<file path="config.mk">
export PLATFORM = sky130hd
export DESIGN_NAME = datapath_seq
export DESIGN_NICKNAME = d
export VERILOG_FILES = /design/src/rtl/datapath_seq.sv
export SDC_FILE = /design/constraint.sdc
export NUM_CORES = 1
export LEC_CHECK = 0
export CAP_MARGIN = 10
export CORE_ASPECT_RATIO = 0.7
export CORE_MARGIN = 1.5
export CORE_UTILIZATION = 55
export CTS_CLUSTER_SIZE = 30
export DETAILED_ROUTE_END_ITERATION = 8
export PLACE_DENSITY = 0.8
export SYNTH_ARGS = -nofsm -noshare
export SYNTH_HDL_FRONTEND = slang
export SYNTH_SLANG_ARGS = --single-unit
</file>
<file path="constraint.sdc">
create_clock -name clk -period 5.98 [get_ports clk]
set_clock_uncertainty 0.05 [all_clocks]
set_input_delay 0.598 -clock clk [delete_from_list [all_inputs] [get_ports clk]]
set_output_delay 0.598 -clock clk [all_outputs]
set_load 0.05 [all_outputs]
</file>
<file path="src/rtl/datapath_seq.sv">
// Register-file datapath (shifter, ALU, C register, {N,V,Z} flags) driven by a
// one-command micro-sequencer. Define DATAPATH_SEQ_OVF_EN to build the V-flag overflow logic.
module datapath_seq #(
    parameter int W    = 16,
    parameter int NREG = 8,
    localparam int RA  = $clog2(NREG)
) (
    input  logic          clk,
    input  logic          reset_n,
    input  logic          cmd_valid,
    output logic          cmd_ready,
    input  logic [1:0]    cmd_mode,
    input  logic [1:0]    cmd_aluop,
    input  logic [1:0]    cmd_shift,
    input  logic [RA-1:0] cmd_rd,
    input  logic [RA-1:0] cmd_rn,
    input  logic [RA-1:0] cmd_rm,
    input  logic [7:0]    cmd_imm,
    output logic          done,
    output logic [W-1:0]  dp_out,
    output logic [2:0]    status,
    input  logic [RA-1:0] dbg_rnum,
    output logic [W-1:0]  dbg_rdata
);

    localparam logic [2:0] IDLE    = 3'd0;
    localparam logic [2:0] FETCH_A = 3'd1;
    localparam logic [2:0] FETCH_B = 3'd2;
    localparam logic [2:0] EXEC    = 3'd3;
    localparam logic [2:0] WB      = 3'd4;

    localparam logic [1:0] M_MOVI = 2'b00;
    localparam logic [1:0] M_ALUR = 2'b01;
    localparam logic [1:0] M_ALUI = 2'b10;
    localparam logic [1:0] M_CMP  = 2'b11;

    localparam logic [1:0] OP_ADD = 2'b00;
    localparam logic [1:0] OP_SUB = 2'b01;
    localparam logic [1:0] OP_AND = 2'b10;
    localparam logic [1:0] OP_NOT = 2'b11;

    localparam logic [1:0] SH_NONE = 2'b00;
    localparam logic [1:0] SH_LSL  = 2'b01;
    localparam logic [1:0] SH_LSR  = 2'b10;
    localparam logic [1:0] SH_ASR  = 2'b11;

    function automatic logic signed [W-1:0] sext8(input logic signed [7:0] v);
        return W'(v);
    endfunction

    function automatic logic signed [W-1:0] sext5(input logic signed [4:0] v);
        return W'(v);
    endfunction

    function automatic logic [W-1:0] shift_one(input logic [W-1:0] v, input logic [1:0] sh);
        logic [W-1:0] r;
        case (sh)
            SH_LSL:  r = {v[W-2:0], 1'b0};
            SH_LSR:  r = {1'b0, v[W-1:1]};
            SH_ASR:  r = {v[W-1], v[W-1:1]};
            default: r = v;
        endcase
        return r;
    endfunction

    function automatic logic [W-1:0] alu_calc(input logic [1:0] op,
                                              input logic [W-1:0] a,
                                              input logic [W-1:0] b);
        logic [W-1:0] r;
        case (op)
            OP_ADD:  r = a + b;
            OP_SUB:  r = a - b;
            OP_AND:  r = a & b;
            default: r = ~b;
        endcase
        return r;
    endfunction

`ifdef DATAPATH_SEQ_OVF_EN
    // Signed overflow: operands agree in sign (ADD) or differ (SUB) and the result flips sign.
    function automatic logic alu_ovf(input logic [1:0] op,
                                     input logic signed [W-1:0] a,
                                     input logic signed [W-1:0] b,
                                     input logic signed [W-1:0] r);
        logic ov;
        case (op)
            OP_ADD:  ov = (a[W-1] == b[W-1]) && (r[W-1] != a[W-1]);
            OP_SUB:  ov = (a[W-1] != b[W-1]) && (r[W-1] != a[W-1]);
            default: ov = 1'b0;
        endcase
        return ov;
    endfunction
`endif

    logic [2:0]    state;
    logic [2:0]    state_nxt;
    logic          accept;

    logic [1:0]    c_mode;
    logic [1:0]    c_aluop;
    logic [1:0]    c_shift;
    logic [RA-1:0] c_rd;
    logic [RA-1:0] c_rn;
    logic [RA-1:0] c_rm;
    logic [7:0]    c_imm;

    logic [W-1:0]  a_reg;
    logic [W-1:0]  b_reg;
    logic [W-1:0]  c_reg;
    logic [W-1:0]  op_b;
    logic [W-1:0]  alu_res;
    logic          flag_load;
    logic          n_flag;
    logic          z_flag;
    logic          v_flag;

    logic [W-1:0]  rf [NREG];

    assign accept    = cmd_valid && (state == IDLE);
    assign flag_load = (state == EXEC) && (c_mode != M_MOVI);

    always_comb begin
        state_nxt = state;
        case (state)
            IDLE:    if (accept) state_nxt = (cmd_mode == M_MOVI) ? EXEC : FETCH_A;
            FETCH_A: state_nxt = FETCH_B;
            FETCH_B: state_nxt = EXEC;
            EXEC:    state_nxt = (c_mode == M_CMP) ? IDLE : WB;
            WB:      state_nxt = IDLE;
            default: state_nxt = IDLE;
        endcase
    end

    always_ff @(posedge clk or negedge reset_n) begin
        if (!reset_n) state <= IDLE;
        else          state <= state_nxt;
    end

    // Command register: the handshake edge is the only point the cmd_* inputs are sampled.
    always_ff @(posedge clk or negedge reset_n) begin
        if (!reset_n) begin
            c_mode  <= '0;
            c_aluop <= '0;
            c_shift <= '0;
            c_rd    <= '0;
            c_rn    <= '0;
            c_rm    <= '0;
            c_imm   <= '0;
        end else if (accept) begin
            c_mode  <= cmd_mode;
            c_aluop <= cmd_aluop;
            c_shift <= cmd_shift;
            c_rd    <= cmd_rd;
            c_rn    <= cmd_rn;
            c_rm    <= cmd_rm;
            c_imm   <= cmd_imm;
        end
    end

    always_comb begin
        op_b    = (c_mode == M_ALUI) ? sext5(c_imm[4:0]) : shift_one(b_reg, c_shift);
        alu_res = alu_calc(c_aluop, a_reg, op_b);
    end

    // Operand fetch and execute
    always_ff @(posedge clk or negedge reset_n) begin
        if (!reset_n) begin
            a_reg <= '0;
            b_reg <= '0;
            c_reg <= '0;
        end else begin
            if (state == FETCH_A) a_reg <= rf[c_rn];
            if (state == FETCH_B) b_reg <= rf[c_rm];
            if (state == EXEC) begin
                if (c_mode == M_MOVI)     c_reg <= sext8(c_imm);
                else if (c_mode != M_CMP) c_reg <= alu_res;
            end
        end
    end

    always_ff @(posedge clk or negedge reset_n) begin
        if (!reset_n) begin
            n_flag <= 1'b0;
            z_flag <= 1'b0;
        end else if (flag_load) begin
            n_flag <= alu_res[W-1];
            z_flag <= (alu_res == '0);
        end
    end

`ifdef DATAPATH_SEQ_OVF_EN
    always_ff @(posedge clk or negedge reset_n) begin
        if (!reset_n)       v_flag <= 1'b0;
        else if (flag_load) v_flag <= alu_ovf(c_aluop, a_reg, op_b, alu_res);
    end
`else
    assign v_flag = 1'b0;
`endif

    // Writeback
    always_ff @(posedge clk or negedge reset_n) begin
        if (!reset_n) begin
            for (int i = 0; i < NREG; i++) rf[i] <= '0;
        end else if (state == WB) begin
            rf[c_rd] <= c_reg;
        end
    end

    assign cmd_ready = (state == IDLE);
    assign done      = (state == WB) || ((state == EXEC) && (c_mode == M_CMP));
    assign dp_out    = c_reg;
    assign status    = {n_flag, v_flag, z_flag};
    assign dbg_rdata = rf[dbg_rnum];

endmodule

</file>
==> results.env, run 1 <==
SYN_TO_FINAL_GROWTH_PCT=12.56
UTILIZATION=0.6299
SETUP.WORST_PATH.START_CLASS='flip-flop'
HTREE_LEVELS=1
ROUTABILITYCONGESTION=0.9719
SYNTHDISTINCTLIBCELLS=74
CRITICAL_PATH.MOST_COMMON_CELL='xnor2_1'
WORSTPATHCELLLIST='mux2_2, o32a_1, o21ai_1, nand3_1, nor3_1, a21oi_1, xnor2_1, ha_1, nand2_1, a2111oi_0, o41a_1, o41ai_4, xnor2_1, a221oi_1, or2_1, a41oi_2'
BUFFER_AND_INVERTER_COUNT_ON_THE_WORST_PATH=0
MAX_SLEW_MARGIN_VS_LIMIT=0.1739
WL_MET1_MM=14.77
WORSTSETUPENDPOINTTYPE='flip-flop'
FINAL_NETS=1134
MIN_PATH_TYPE='input pin to asynchronous set/reset pin'
MAX_FREQ_MHz=187.8
HIGHEST-SIGNAL-LAYER='met4'
WL_MET3_MM=3.186
GRT_START_MAX_NET_PINS=106
TIGHTESTPINTRANSITION_PS=1236
CRITPATHSLOWESTCELL='dfrtp_1'
SYNTH_SEQ_AREA_SHARE=0.4033
MAXSLEWVIOLCOUNT=0
CELL_CHOSEN_FOR_THE_CLOCK_ROOT='clkbuf_16'
CTS_NUM_SINKS=204
HOLD_VIOL_FINAL=0
NUM_CTS_BUFFERS=20
CLKLATENCYLATEPIN_PS=510
DETAIL_ROUTE.VIAS_PER_CELL=6.648
DRIVE_GT1_FRAC=0.2973
DETAIL_ROUTE.WL_PER_CELL_UM=24.22
NUM_ROWS=46
FLOORPLAN.DIE.HEIGHT_UM=129.9
RSZ0062_AT_GRT='false'
ANTENNA_FOUND_INITIAL=0
DRT-INITIAL-DRC-COUNT=931
PLACEABLECOREAREA_SQ_UM=22620
GRT_PASS1_VIAS=9479
MET2WIRELENGTH_MM=15.27
FP.DIEAREA_SQ_UM=23950
WORST_EP_REQUIRED_TIME_PS=6310
CLK_PIN_SLEW_WORST_PATHS_PS=70
CP.ARRIVAL_PS=5650
FILLER_CELL_COUNT=1717
CRIT_PATH_MAX_INCR_DELAY_PS=850
DR.PASS1.ITERS=5
GLOBAL_ROUTE.OVERFLOW_TOTAL=0
GRT_USAGE=0.3018
POSTCTSHOLDBUFS=0
CRITPATHMAXFANOUT=20
FLOORPLAN.IO_PINS=66
LARGEST_REGISTER_FF_COUNT=128
YS_SEQ_ELEMENTS=204
DIE_WIDTH_UM=184.3
FIN_CRIT_SH=0.8905
SYNTH_EDF_COUNT=0
SYNTH_AREA_PER_CELL_SQ_UM=12.02
GRT_PASS1_WL_MM=54.64
FLOORPLAN.INITIALDENSITY=0.5596
REGISTERS.TOP_BY_FF_COUNT='rf'
CRIT_FAMILY='compound AO/OA/AOI/OAI gates'
SYNTH_ASYNC_SR_FLOP_SHARE=1.000
MIN_PERIOD_PS=5325
DETAIL_ROUTE.DRC_VIOLATIONS=0
SYNTH_WARN=0
INSERTEDDIODECOUNT=0
SYNTH-MAIN-FF-CELL='dfrtp_1'
SETUP_TNS_PS=0
CTS_MAX_PATH_BUFFERS=3
CRIT_TYPE='flip-flop to flip-flop'
POST_CTS_RESIZED=0
POST-CTS-SETUP-BUFFER-COUNT=0
MAPPEDNETLISTNETS=1100
PLACE.PORT_BUFFERS=64
FINAL-SETUP-VIOL-COUNT=0
OUTCOME='finished, final reports clean'
MAXCAPVIOLATIONS=0
VIA_COUNT=9387
ROUTE.FINAL.WIRE_LENGTH_MM=34.20
DETAILEDPLACEMENTHPWL_MM=22.83
FINAL_ANTENNA_NET_COUNT=0
SYN-INSTANCE-COUNT=1053
CTS_TREE='yes'
SYNTH_AREA_SQ_UM=12660
## layout make-up
class | count | area, sq um | area share
Sequential cell | 204 | 5107 | 0.3585
Tap cell | 312 | 390.4 | 0.02740
Clock inverter | 7 | 110.1 | 0.007728
Timing Repair Buffer | 84 | 789.5 | 0.05541
Clock buffer | 28 | 581.8 | 0.04084
Inverter | 16 | 60.06 | 0.004215
Multi-Input combinational cell | 761 | 7208 | 0.5059
## layout by cell type (no fill, tap or decap), drive strengths merged, types with 3 or more instances in the layout
master / count
ha: 17
nor4: 3
mux2i: 56
clkinv: 6
a21oi: 54
nor2b: 7
o31ai: 3
or4: 3
nor3: 14
dfrtp: 204
clkbuf: 29
nand2: 69
nor2: 76
inv: 14
o211ai: 9
o311ai: 3
a21o: 7
o21ai: 57
or3: 4
or2: 3
mux2: 160
xnor2: 14
buf: 21
nand2b: 9
nor3b: 5
and3: 5
clkdlybuf4s50: 62
o21a: 9
and2: 4
a21boi: 3
a211oi: 18
xor2: 7
mux4: 96
a31oi: 3
nand3: 7
bufinv: 3
## synth_stat cells (all sizes together) (3+ instances only)
master  number  area (sq um)
dfrtp      204          5105
mux2       160          1805
mux4        96          2162
nor2        76         287.8
nand2       69         259.0
o21ai       57         285.3
mux2i       56         560.5
a21oi       54         270.3
clkbuf      49         183.9
buf         23         110.1
a211oi      18         135.1
ha          17         212.7
inv         14         52.55
nor3        14         70.07
xnor2       14         122.6
nand2b       9         56.30
o211ai       9         72.57
o21a         9         67.56
a21o         7         52.55
nand3        7         35.03
nor2b        7         46.30
xor2         7         61.31
and3         5         31.28
nor3b        5         42.54
and2         4         25.02
or3          4         30.03
a21boi       3         22.52
a31oi        3         18.77
nor4         3         18.77
o311ai       3         26.28
o31ai        3         22.52
or2          3         18.77
or4          3         22.52
## layer usage
| metal | up-vias | global-route usage |
|---|---|---|
| li1 | 4066 | - |
| met2 | 475 | 0.4573 |
| met1 | 4768 | 0.4373 |
| met3 | 78 | 0.06587 |
| met4 | 0 | 0.09643 |
| met5 | - | 0 |
## cell families after synthesis
family                     Yosys count  share of synthesized area
AOI/OAI and AO/OA                  192                    0.09757
muxes                              312                     0.3577
adders and majority gates           18                    0.01839
other                                1                  0.0002963
buffers and inverters               88                    0.02798
DFF                                204                     0.4033
xor gates and xnor gates            21                    0.01453
and+or+nand+nor                    217                    0.08017
## worst paths after layout
kind	cells after the start	slack (ps)	from	endpoint
worst max register to register	16	650	c_shift[0]	dp_out[15]
max in group asynchronous	2	4520	reset_n	rf[82]
worst min-delay path	1	120	reset_n	dp_out[13]
min in group clk	2	490	rf[43]	rf[43]
worst min register to register	2	490	rf[43]	rf[43]
worst max-delay path	16	650	c_shift[0]	dp_out[15]
## per-stage QoR
step / std cells / hold WS (ps) / setup slack (ps) / cell area [sq um]
after global routing: 1412 / 211.1 / 304.3 / 14250
after floorplan: 1053 / 252.4 / 1769 / 12660
after detailed placement: 1377 / 476.8 / 769.9 / 13560
after CTS: 1412 / 174.8 / 759.3 / 14250
after global placement: 1377 / 445.4 / 910.5 / 13560
final: 1412 / 122.6 / 655.0 / 14250
Power of run 1 is not shown: default switching activity piles up to over one toggle a cycle in this logic, so the estimate is an artifact.
==> run 2, diff against run 1 <==
--- a/config.mk
+++ b/config.mk
@@ -5,11 +5,12 @@
 export SDC_FILE = /design/constraint.sdc
 export NUM_CORES = 1
 export LEC_CHECK = 0
+export ABC_AREA = 0
 export CAP_MARGIN = 10
 export CORE_ASPECT_RATIO = 0.7
 export CORE_MARGIN = 1.5
 export CORE_UTILIZATION = 55
-export CTS_CLUSTER_SIZE = 30
+export CTS_CLUSTER_SIZE = 10
 export DETAILED_ROUTE_END_ITERATION = 8
 export PLACE_DENSITY = 0.8
 export SYNTH_ARGS = -nofsm -noshare
==> run 2 against run 1 <==
Net effect: non-clock buffer count stayed put; clock-buffer cell count is 3 higher; via count is 0.13% higher; critical path type unchanged; sequential share of layout area is 0.060 points higher; wire length is 0.70% lower; fmax is 0.13% higher; critical endpoint unchanged; hold slack better by 1.1 ps; highest routed layer unchanged.
==> results.env, run 2 (synthesis results as in run 1) <==
HOLDWS_PS=123.7  # +1.071 ps
FP.DIEAREA_SQ_UM=23950  # unchanged
SETUP.WORST_PATH.START_CLASS='flip-flop'
MAXSLEWVIOLCOUNT=0  # unchanged
DR.PASS1.ITERS=5  # unchanged
MAXCAPVIOLATIONS=0  # unchanged
LARGEST_REGISTER_FF_COUNT=128  # unchanged
OUTCOME='finished, final reports clean'
POST-CTS-SETUP-BUFFER-COUNT=0  # unchanged
PLACE.PORT_BUFFERS=64  # unchanged
MIN_PERIOD_PS=5318  # -7.066 ps
FINAL_NETS=1138  # +0.35%
GRT_PASS1_VIAS=9422  # -0.60%
GLOBAL_ROUTE.OVERFLOW_TOTAL=0  # unchanged
INSERTEDDIODECOUNT=0  # unchanged
CP.ARRIVAL_PS=5640  # about the same
FLOORPLAN.DIE.HEIGHT_UM=129.9  # unchanged
CLK_PIN_SLEW_WORST_PATHS_PS=60  # about the same
ROUTABILITYCONGESTION=0.9719  # unchanged
ROUTE.FINAL.WIRE_LENGTH_MM=33.96  # -0.70%
GRT_PASS1_WL_MM=53.70  # -1.7%
DETAIL_ROUTE.WL_PER_CELL_UM=24.12  # -0.41%
REG2REG_DEPTH=16  # unchanged
CTS_NUM_SINKS=204  # unchanged
MAX_FREQ_MHz=188.0  # +0.13%
MAX_SLEW_MARGIN_VS_LIMIT=0.1752  # +0.001264
DETAILEDPLACEMENTHPWL_MM=22.83  # unchanged
POST_CTS_RESIZED=0  # unchanged
DIE_WIDTH_UM=184.3  # unchanged
MOST-COMMON-LAYOUT-CELLS='202 x dfrtp_1, 159 x mux2_2, 96 x mux4_2'
CTS_MAX_PATH_BUFFERS=3  # unchanged
POSTCTSHOLDBUFS=0  # unchanged
GRT_START_MAX_NET_PINS=106  # unchanged
WORSTPATHCELLLIST='mux2_2, o32a_1, o21ai_1, nand3_1, nor3_1, a21oi_1, xnor2_1, ha_1, nand2_1, a2111oi_0, o41a_1, o41ai_4, xnor2_1, a221oi_1, or2_1, a41oi_2'
LAYOUT.CELLS.MOST_COMMON='dfrtp_1'
FIN_CRIT_SH=0.8893  # -0.001182
PLACEABLECOREAREA_SQ_UM=22620  # unchanged
CRITICAL_PATH.MOST_COMMON_CELL='xnor2_1'
CTS_TREE='yes'
TIGHTESTPINTRANSITION_PS=1234  # -1.892 ps
CLKLATENCYLATEPIN_PS=510  # about the same
WORST_EP_REQUIRED_TIME_PS=6300  # about the same
ANTENNA_FOUND_INITIAL=0  # unchanged
MIN_PATH_TYPE='input pin to asynchronous set/reset pin'
VIA_COUNT=9399  # +0.13%
REGISTERS.TOP_BY_FF_COUNT='rf'
FINAL-SETUP-VIOL-COUNT=0  # unchanged
FLOORPLAN.INITIALDENSITY=0.5596  # unchanged
RSZ0062_AT_GRT='false'
FLOORPLAN.IO_PINS=66  # unchanged
HOLD_VIOL_FINAL=0  # unchanged
GRT_USAGE=0.2958  # -0.006015
CELL_CHOSEN_FOR_THE_CLOCK_ROOT='clkbuf_16'
CRITPATHSLOWESTCELL='dfrtp_1'
FINAL_ANTENNA_NET_COUNT=0  # unchanged
CRIT_TYPE='flip-flop to flip-flop'
DETAIL_ROUTE.VIAS_PER_CELL=6.675  # +0.41%
NUM_ROWS=46  # unchanged
WORSTSETUPENDPOINTTYPE='flip-flop'
CRITPATHMAXFANOUT=20  # unchanged
SYN_TO_FINAL_GROWTH_PCT=12.38
NUM_CTS_BUFFERS=24  # +20%
DRT-INITIAL-DRC-COUNT=898  # -3.5%
SETUP_TNS_PS=0  # unchanged
DRIVE_GT1_FRAC=0.2947  # -0.002565
CRIT_PATH_MAX_INCR_DELAY_PS=830  # -20 ps
HTREE_LEVELS=1  # unchanged
DETAIL_ROUTE.DRC_VIOLATIONS=0  # unchanged
==> run 2: layout make-up <==
cell class / count / area, sq um
clock buffers: 31 / 668.1
fillers: 1731 / 8396
inverters: 16 / 60.06
multi-input cells: 761 / 7208
flip-flops and latches: 204 / 5107
well taps: 312 / 390.4
repair buffers: 84 / 789.5
==> run 2: worst max-delay path, delay by kind of cell (launching register included) <==
family                   cells  cell delay (ps)
flip-flops                   1              830
multiplexers                 1              410
AO/OA/AOI/OAI                8             2200
AND/OR/NAND/NOR              4             1000
adder cells (fa/ha/maj)      1              390
XOR/XNOR                     2              300
==> run 2: final timing paths <==
path,startpoint,end,slack (ps)
worst min-delay path,reset_n,a_reg[8],120
min in group clk,rf[43],rf[43],490
worst min register to register,rf[43],rf[43],490
worst max-delay path,c_shift[0],dp_out[15],660
max in group asynchronous,reset_n,c_rm[0],4510
worst max register to register,c_shift[0],dp_out[15],660
==> run 2: layer usage <==
layer / global-route usage / part of all wire
met2: 0.4559 / 0.45
met5: 0 / 0
met4: 0.07425 / 0.025
met3: 0.05080 / 0.083
met1: 0.4390 / 0.44
==> run 2: stage by stage <==
stage / util / setup WS, ps / cells / area, sq um
floorplan: - / 1769 / 1053 / 12660
global placement: 0.5993 / 910.5 / 1377 / 13560
detailed placement: 0.5993 / 769.9 / 1377 / 13560
CTS: 0.6288 / 756.1 / 1408 / 14220
global route: 0.6288 / 308.3 / 1408 / 14220
finish: 0.6288 / 662.1 / 1408 / 14220
Power of run 2 is left out for the same reason.
